==> src/rtl/scan_pkg.sv <==
// Shared constants and state encoding for the channel scan sequencer.
package scan_pkg;

  localparam int NUM_CH = 8;
  localparam int SEL_W  = 3;

  typedef enum logic {
    ST_IDLE  = 1'b0,
    ST_DWELL = 1'b1
  } state_t;

endpackage

==> src/rtl/next_ch_finder.sv <==
// Combinational search over the channel mask: the lowest enabled channel
// strictly above the current one, and the lowest enabled channel overall.
module next_ch_finder
  import scan_pkg::*;
(
  input  logic [NUM_CH-1:0] ch_mask,
  input  logic [SEL_W-1:0]  sel,
  output logic [SEL_W-1:0]  next_ch,
  output logic              wrap,
  output logic [SEL_W-1:0]  first_ch,
  output logic              any_en
);

  // Scan from the top down so the lowest qualifying index wins.
  always_comb begin
    next_ch = '0;
    wrap    = 1'b1;
    for (int i = NUM_CH - 1; i >= 0; i--) begin
      if (ch_mask[i] && (i > int'(sel))) begin
        next_ch = SEL_W'(i);
        wrap    = 1'b0;
      end
    end
  end

  // Lowest enabled channel, used on frame start and on continuous wrap.
  always_comb begin
    first_ch = '0;
    for (int i = NUM_CH - 1; i >= 0; i--) begin
      if (ch_mask[i]) begin
        first_ch = SEL_W'(i);
      end
    end
  end

  assign any_en = |ch_mask;

endmodule

==> src/rtl/scan_sequencer.sv <==
// Steps a 3-to-8 decoder select through the enabled channels of ch_mask,
// holding each channel for a programmable dwell count.
//
//   state    | meaning
//   ---------+-----------------------------------------------------------
//   ST_IDLE  | no scan active; sel = 0, sel_valid = 0
//   ST_DWELL | holding sel on one channel while the dwell counter runs
//
// frame_done is decoded from registered state plus the live mask/stop so it
// lines up with the last dwell cycle of the frame rather than one cycle late.
module scan_sequencer
  import scan_pkg::*;
#(
  parameter int NUM_CH  = 8,
  parameter int DWELL_W = 8
) (
  input  logic               clk,
  input  logic               rst_n,
  input  logic               start,
  input  logic               stop,
  input  logic               continuous,
  input  logic [NUM_CH-1:0]  ch_mask,
  input  logic [DWELL_W-1:0] dwell,
  output logic [SEL_W-1:0]   sel,
  output logic               sel_valid,
  output logic               frame_done,
  output logic               busy
);

  state_t             state_q, state_d;
  logic [DWELL_W-1:0] cnt_q, cnt_d;
  logic [SEL_W-1:0]   sel_q, sel_d;
  logic               sel_valid_q, sel_valid_d;

  logic [DWELL_W-1:0] dwell_load;
  logic [SEL_W-1:0]   next_ch;
  logic [SEL_W-1:0]   first_ch;
  logic               wrap;
  logic               any_en;

  next_ch_finder u_next_ch_finder (
    .ch_mask  (ch_mask),
    .sel      (sel_q),
    .next_ch  (next_ch),
    .wrap     (wrap),
    .first_ch (first_ch),
    .any_en   (any_en)
  );

  // A dwell of 0 behaves as 1: the channel still gets one cycle.
  assign dwell_load = (dwell == '0) ? '0 : (dwell - DWELL_W'(1));

  // Next-state, counter and select decode; frame_done marks the last frame cycle.
  always_comb begin
    state_d     = state_q;
    cnt_d       = cnt_q;
    sel_d       = sel_q;
    sel_valid_d = sel_valid_q;
    frame_done  = 1'b0;

    unique case (state_q)
      ST_IDLE: begin
        if (start && !stop && any_en) begin
          state_d     = ST_DWELL;
          sel_d       = first_ch;
          sel_valid_d = 1'b1;
          cnt_d       = dwell_load;
        end
      end

      ST_DWELL: begin
        if (stop) begin
          state_d     = ST_IDLE;
          cnt_d       = '0;
          sel_d       = '0;
          sel_valid_d = 1'b0;
        end else if (cnt_q != '0) begin
          cnt_d = cnt_q - DWELL_W'(1);
        end else if (!any_en) begin
          // Mask emptied under us: close the frame and drop back to idle.
          frame_done  = 1'b1;
          state_d     = ST_IDLE;
          cnt_d       = '0;
          sel_d       = '0;
          sel_valid_d = 1'b0;
        end else if (!wrap) begin
          sel_d = next_ch;
          cnt_d = dwell_load;
        end else begin
          frame_done = 1'b1;
          if (continuous) begin
            sel_d = first_ch;
            cnt_d = dwell_load;
          end else begin
            state_d     = ST_IDLE;
            cnt_d       = '0;
            sel_d       = '0;
            sel_valid_d = 1'b0;
          end
        end
      end

      default: begin
        state_d     = ST_IDLE;
        cnt_d       = '0;
        sel_d       = '0;
        sel_valid_d = 1'b0;
      end
    endcase
  end

  // State register with synchronous active-low reset.
  always_ff @(posedge clk) begin
    if (!rst_n) begin
      state_q     <= ST_IDLE;
      cnt_q       <= '0;
      sel_q       <= '0;
      sel_valid_q <= 1'b0;
    end else begin
      state_q     <= state_d;
      cnt_q       <= cnt_d;
      sel_q       <= sel_d;
      sel_valid_q <= sel_valid_d;
    end
  end

  assign sel       = sel_q;
  assign sel_valid = sel_valid_q;
  assign busy      = (state_q == ST_DWELL);

endmodule

==> config.mk <==
export PLATFORM = sky130hd
export DESIGN_NAME = scan_sequencer
export DESIGN_NICKNAME = d
export VERILOG_FILES = /design/src/rtl/scan_pkg.sv /design/src/rtl/next_ch_finder.sv /design/src/rtl/scan_sequencer.sv
export SDC_FILE = /design/constraint.sdc
export NUM_CORES = 1
export LEC_CHECK = 0
export BUFFER_PORTS_ARGS = -buffer_cell sky130_fd_sc_hd__buf_2
export CAP_MARGIN = 10
export CORE_UTILIZATION = 55
export CTS_CLUSTER_SIZE = 20
export DETAILED_ROUTE_END_ITERATION = 7
export PLACE_DENSITY = 0.79
export SYNTH_ARGS = -nofsm -noshare
export SYNTH_HDL_FRONTEND = slang
export SYNTH_SLANG_ARGS = --single-unit
export TNS_END_PERCENT = 50
==> constraint.sdc <==
create_clock -name clk -period 4.52 [get_ports clk]
set_input_delay 0.226 -clock clk [delete_from_list [all_inputs] [get_ports clk]]
set_output_delay 0.226 -clock clk [all_outputs]
set_load 0.005 [all_outputs]
# --- Word-level counts from Yosys, hierarchy flattened ---
# Index checks and enable logic that the tools add are counted.
word_totals:
  reg_bits: 13
  elab_cells: 89
op_classes:
  n_eq_ne: 4
  mux: 56
  n_bitwise: 1
  reduce_logical: 15
  addsub: 2
  magnitude_cmp: 7
ops:
  columns: ["cell", "count"]
  rows:
  - ["$mux W3", 21]
  - ["$mux W8", 7]
  - ["$mux W1", 24]
  - ["$pmux W8 S2", 1]
  - ["$sub A8 B1 Y8 const B", 2]
  - ["$gt A3 B3 Y1 const A", 4]
  - ["$logic_and A1 B1 Y1", 9]
  - ["$logic_not A8 Y1", 1]
  - ["$ne A4 B4 Y1 const B", 2]
  - ["$reduce_bool A8 Y1", 1]
  - ["$reduce_or A8 Y1", 1]
  - ["$gt A2 B3 Y1 const A", 2]
  - ["$pmux W3 S2", 1]
  - ["$pmux W1 S2", 2]
  - ["$reduce_and A4 Y1", 1]
  - ["$gt A1 B3 Y1 const A", 1]
  - ["$ne A3 B3 Y1 const B", 1]
  - ["$ne A2 B2 Y1 const B", 1]
  - ["$reduce_and A2 Y1", 1]
  - ["$logic_not A1 Y1", 1]
  - ["$not A1 Y1", 1]

# --- Logic depth before layout (Yosys ltp) ---
logic_depth:
  depth_word: 14
  mapped_depth: 7
  depth_no_buf: 7

# --- Cells and area by module ---
# Synthesis repeated with hierarchy kept, for this count alone.
hier_totals:
  hier_cells: 166
  hier_area_um2: 1270.0
modules_own_cells:
  columns: ["mod", "instances", "area_per_inst_um2", "cells_per_inst"]
  rows:
  - ["scan_sequencer", 1, 1006.0, 121]
  - ["next_ch_finder", 1, 264.0, 45]

# --- Worst setup path before layout ---
# Ideal clock, no wire load.
synth_timing:
  path_kind: "register to register"
  start: "register sel_q[0], in the netlist sel[0]"
  end: "register sel_q[2], in the netlist sel[2]"
  n_path_buf: 1
  slack_ns: 2.713
  t_arrival_ns: 1.737
  setup_time_ns: 0.070
  period_less_slack_ns: 1.807
  t_required_ns: 4.450
  path_stages_with_launch: 7
  cell_sequence: "dfxtp_1 -> buf_2 -> or3b_4 -> o2111ai_2 -> nor4_4 -> or4b_1 -> a21oi_1"
synth_between:
  elab_chain_cells: 14
synth_rtl:
  columns: ["element", "line", "source"]
  rows:
  - ["start, declared", "scan_sequencer.sv:32", "logic [SEL_W-1:0] sel_q, sel_d;"]
  - ["start signal, assigned", "scan_sequencer.sv:122", "sel_q <= sel_d;"]
  - ["$gt A3 B3 Y1", "next_ch_finder.sv:19", "if (ch_mask[i] && (i > int'(sel))) begin"]
  - ["$logic_and A1 B1 Y1", "next_ch_finder.sv:19", null]
  - ["$mux W3 / $mux W1 (equally long branches) (7 in a row)", "next_ch_finder.sv:19", null]
  - ["$mux W3 (*)", "scan_sequencer.sv:86", "end else if (!wrap) begin"]
  - ["$mux W3 (*)", "scan_sequencer.sv:79", "end else if (!any_en) begin"]
  - ["$mux W3 (*)", "scan_sequencer.sv:77", "end else if (cnt_q != '0) begin"]
  - ["$mux W3 (*)", "scan_sequencer.sv:72", "if (stop) begin"]
  - ["$pmux W3 S2 (*)", "scan_sequencer.sv:61", "unique case (state_q)"]
# Every way passes the cells marked *; elsewhere a longest branch is shown, timed or not. The select of a mux whose other input is x is not followed.
# A chain may end at the register's enable or synchronous reset.

# --- Worst setup path after layout ---
layout_timing:
  start: "register sel_q[1], in the netlist sel[1]"
  end: "output frame_done"
layout_between:
  elab_chain_cells: 14
layout_rtl:
  columns: ["element", "line", "source"]
  rows:
  - ["$gt A3 B3 Y1", "next_ch_finder.sv:19", null]
  - ["$logic_and A1 B1 Y1", "next_ch_finder.sv:19", null]
  - ["$mux W1 (6 in a row)", "next_ch_finder.sv:19", null]
  - ["$mux W1 (*)", "next_ch_finder.sv:19", null]
  - ["$mux W1 (*)", "scan_sequencer.sv:86", null]
  - ["$mux W1 (*)", "scan_sequencer.sv:79", null]
  - ["$mux W1 (*)", "scan_sequencer.sv:77", null]
  - ["$mux W1 (*)", "scan_sequencer.sv:72", null]
  - ["$mux W1 (*)", "scan_sequencer.sv:61", null]
  - ["end, declared", "scan_sequencer.sv:26", "output logic frame_done,"]
# Every way passes the cells marked *; elsewhere a longest branch is shown, timed or not.

==> impl_metrics.py <==
metrics = {
    "logic_synthesis": {
        "ys.flop_type": "dfxtp_1",
        "synth_fp_nets": 210,
        "avgSynthCellArea_sq_um": 7.55,
        "synth_edf_count": 0,
        "synthDistinctLibCells": 58,
        "ys_warn_count": 0,
        "syn_inst": 186,
        "seq_area_frac_synth_pct": 18.5,
        "synth_seq_cells": 13,
        "synthArstFlopShare_pct": 0,
        "synth_area_sq_um": 1410,
    },
    "die": {
        "dieArea_sq_um": 2760,
        "ioPinCount": 27,
        "coreArea_sq_um": 2320,
        "fp-row-count": 17,
        "die_width_um": 52.5,
        "die_height_um": 52.5,
        "initial_core_util_pct": 60.6,
    },
    "pwr": {
        "power_density_nw_per_um2": 255,
        "p_leak_nw": 0.590,
        "ir_worst_vdd_v": 0.000148,
        "p_total_mw": 0.395,
    },
    "final_layout": {
        "layout_commonest_cell": "buf_2",
        "drive_gt1_share_pct": 18.8,
        "final_cells": 236,
        "mostFrequentLayoutCells": "buf_2 (26), a21oi_1 (15), dfxtp_1 (13)",
        "final_net_count": 233,
        "fillCellCount": 215,
        "area_growth_pct": 10.2,
        "n_antenna_cell": 0,
    },
    "sta": {
        "max_freq_mhz": 453,
        "hold_viol": 0,
        "slew_viol_final": 0,
        "finalSetupViolations": 0,
        "min_period_over_period_pct": 48.8,
        "holdWs_ns": 0.280,
        "rsz0062_at_grt": "false",
        "maxSlewHeadroom_pct": 63.3,
        "tns_ns": 0,
        "period_needed_ns": 2.21,
        "tightest_slew_ns": 0.549,
        "finClkSkew_ns": 0.00956,
        "fin_ws_ns": 2.31,
    },
    "drt": {
        "avgRoutedWirePerCell_um": 16.1,
        "dr.pass1.iters": 5,
        "avgViaCountPerCell": 6.73,
        "drc": 0,
        "drtIter0Drc": 76,
        "antenna_left": 0,
        "wl_mm": 3.80,
        "num_vias": 1588,
    },
    "clocking": {
        "ctsHoldBuffers": 0,
        "clk_path_buf_depth": 2,
        "clockRootBuffer": "clkbuf_4",
        "tritoncts": "built",
        "path_clk_slew_ns": 0.09,
        "post_cts_buffers": 0,
        "clock-sinks": 13,
        "post_cts_resized": 0,
        "htreeDepth": 1,
        "clock_latency_ns": 0.29,
        "cts_buffers": 3,
    },
    "global_route": {
        "grt_max_degree": 15,
        "antenna_found_initial": 0,
        "grt_pass1_vias": 1420,
        "grt_usage_pct": 31.8,
        "grt_pass1_wl_mm": 6.53,
        "gr-total-overflow": 0,
    },
    "critical_path": {
        "critPathCapture": "frame_done",
        "reg2reg_to": "cnt_q[3]",
        "cp_data_arrival_time_ns": 1.98,
        "startpoint_type": "register",
        "critPathMaxFanout": 14,
        "path_class": "register to output port",
        "cp.required_ns": 4.29,
        "r2r_cells": 5,
        "r2r_slack_ns": 2.31,
        "worst_setup_path_end_kind": "output port",
        "startpoint": "sel[1]",
        "r2r_start": "sel[1]",
    },
    "flow_run": {
        "drv_cap": 0,
    },
    "status": {
        "outcome": "finished, final reports clean",
    },
    "placement": {
        "dp_cells": 232,
        "port_buffers": 26,
        "post-place-ws_ns": 2.37,
        "place_congestion": 0.891,
        "hpwlAfterDp_mm": 2.98,
    },
    "hold_path": {
        "min_path_type": "input pin to register",
    },
}
## stage by stage
stage / util [%] / area, sq um
after floorplan: - / 1410
after global placement: 65.6 / 1520
after detailed placement: 65.6 / 1520
after CTS: 66.8 / 1550
after global routing: 66.8 / 1550
final: 66.8 / 1550
## cell usage after synthesis, types with 3 or more instances
library cell,instances,area share [%]
and3_1,3,1.3
nor2b_1,6,2.7
o31ai_1,3,1.6
nor3_1,8,2.8
o21a_1,6,3.2
clkbuf_1,3,0.80
nand2_1,9,2.4
or3_1,3,1.3
xnor2_1,3,1.9
inv_1,12,3.2
nor2_1,12,3.2
nand2b_1,3,1.3
nand3_1,5,1.8
a21oi_1,15,5.3
o21ai_0,12,4.3
o21bai_1,3,1.6
or4_1,3,1.6
buf_2,3,1.1
nor4_1,4,1.8
dfxtp_1,13,19
ha_1,3,2.7
## area by class of cell
type	count	area (sq um)	share of cell area, %
Clock buffer	4	26.3	1.70
Inverter	13	48.8	3.15
Multi-Input combinational cell	152	1050	67.7
Tap cell	28	35.0	2.26
Timing Repair Buffer	26	130	8.41
Sequential cell	13	260	16.8
## worst min-delay path by stage
| stage | start | end | slack (ns) | depth (start not counted) |
|---|---|---|---|---|
| final | rst_n | cnt_q[1] | 0.28 | 2 |
| after global placement | sel_valid | sel_valid | 0.46 | 2 |
| after floorplan | ch_mask[0] | sel[0] | 0.42 | 3 |
| after detailed placement | sel_valid | sel_valid | 0.46 | 2 |
| after global routing | rst_n | cnt_q[7] | 0.28 | 2 |
| after CTS | rst_n | cnt_q[1] | 0.28 | 2 |
## logic make-up after synthesis
family / count (synthesis) / synth area share [%]
AOI/OAI and AO/OA: 71 / 36.9
xor gates and xnor gates: 5 / 3.12
adders and majority gates: 3 / 2.67
buffers and inverters: 21 / 6.94
DFF: 13 / 18.5
muxes: 2 / 1.42
and+or+nand+nor: 71 / 30.5
## critical path, stage by stage, from the launching register on
cell	delay (ns)
dfxtp_1	0.61
or3b_4	0.22
o2111ai_2	0.20
nor3_1	0.35
and3_1	0.21
buf_2	0.11
## sequential cells by signal, summed over array words and instances, names as in the netlist
signal and count:
sel 3, cnt_q 8, sel_valid 1, busy 1
## routing by layer
layer | wire length (um) | GRT usage [%]
met1 | 1590 | 43.6
met2 | 1800 | 50.4
met3 | 324 | 3.77
met4 | 89 | 11.8
met5 | 0 | 0
## report_power, final
part	leakage, nW	switching (mW)	internal [mW]
Sequential	0.107	0.0250	0.127
Combinational	0.467	0.0939	0.0726
Clock	0.0150	0.0415	0.0343
Note: power is estimated with default switching activity, not from simulation.
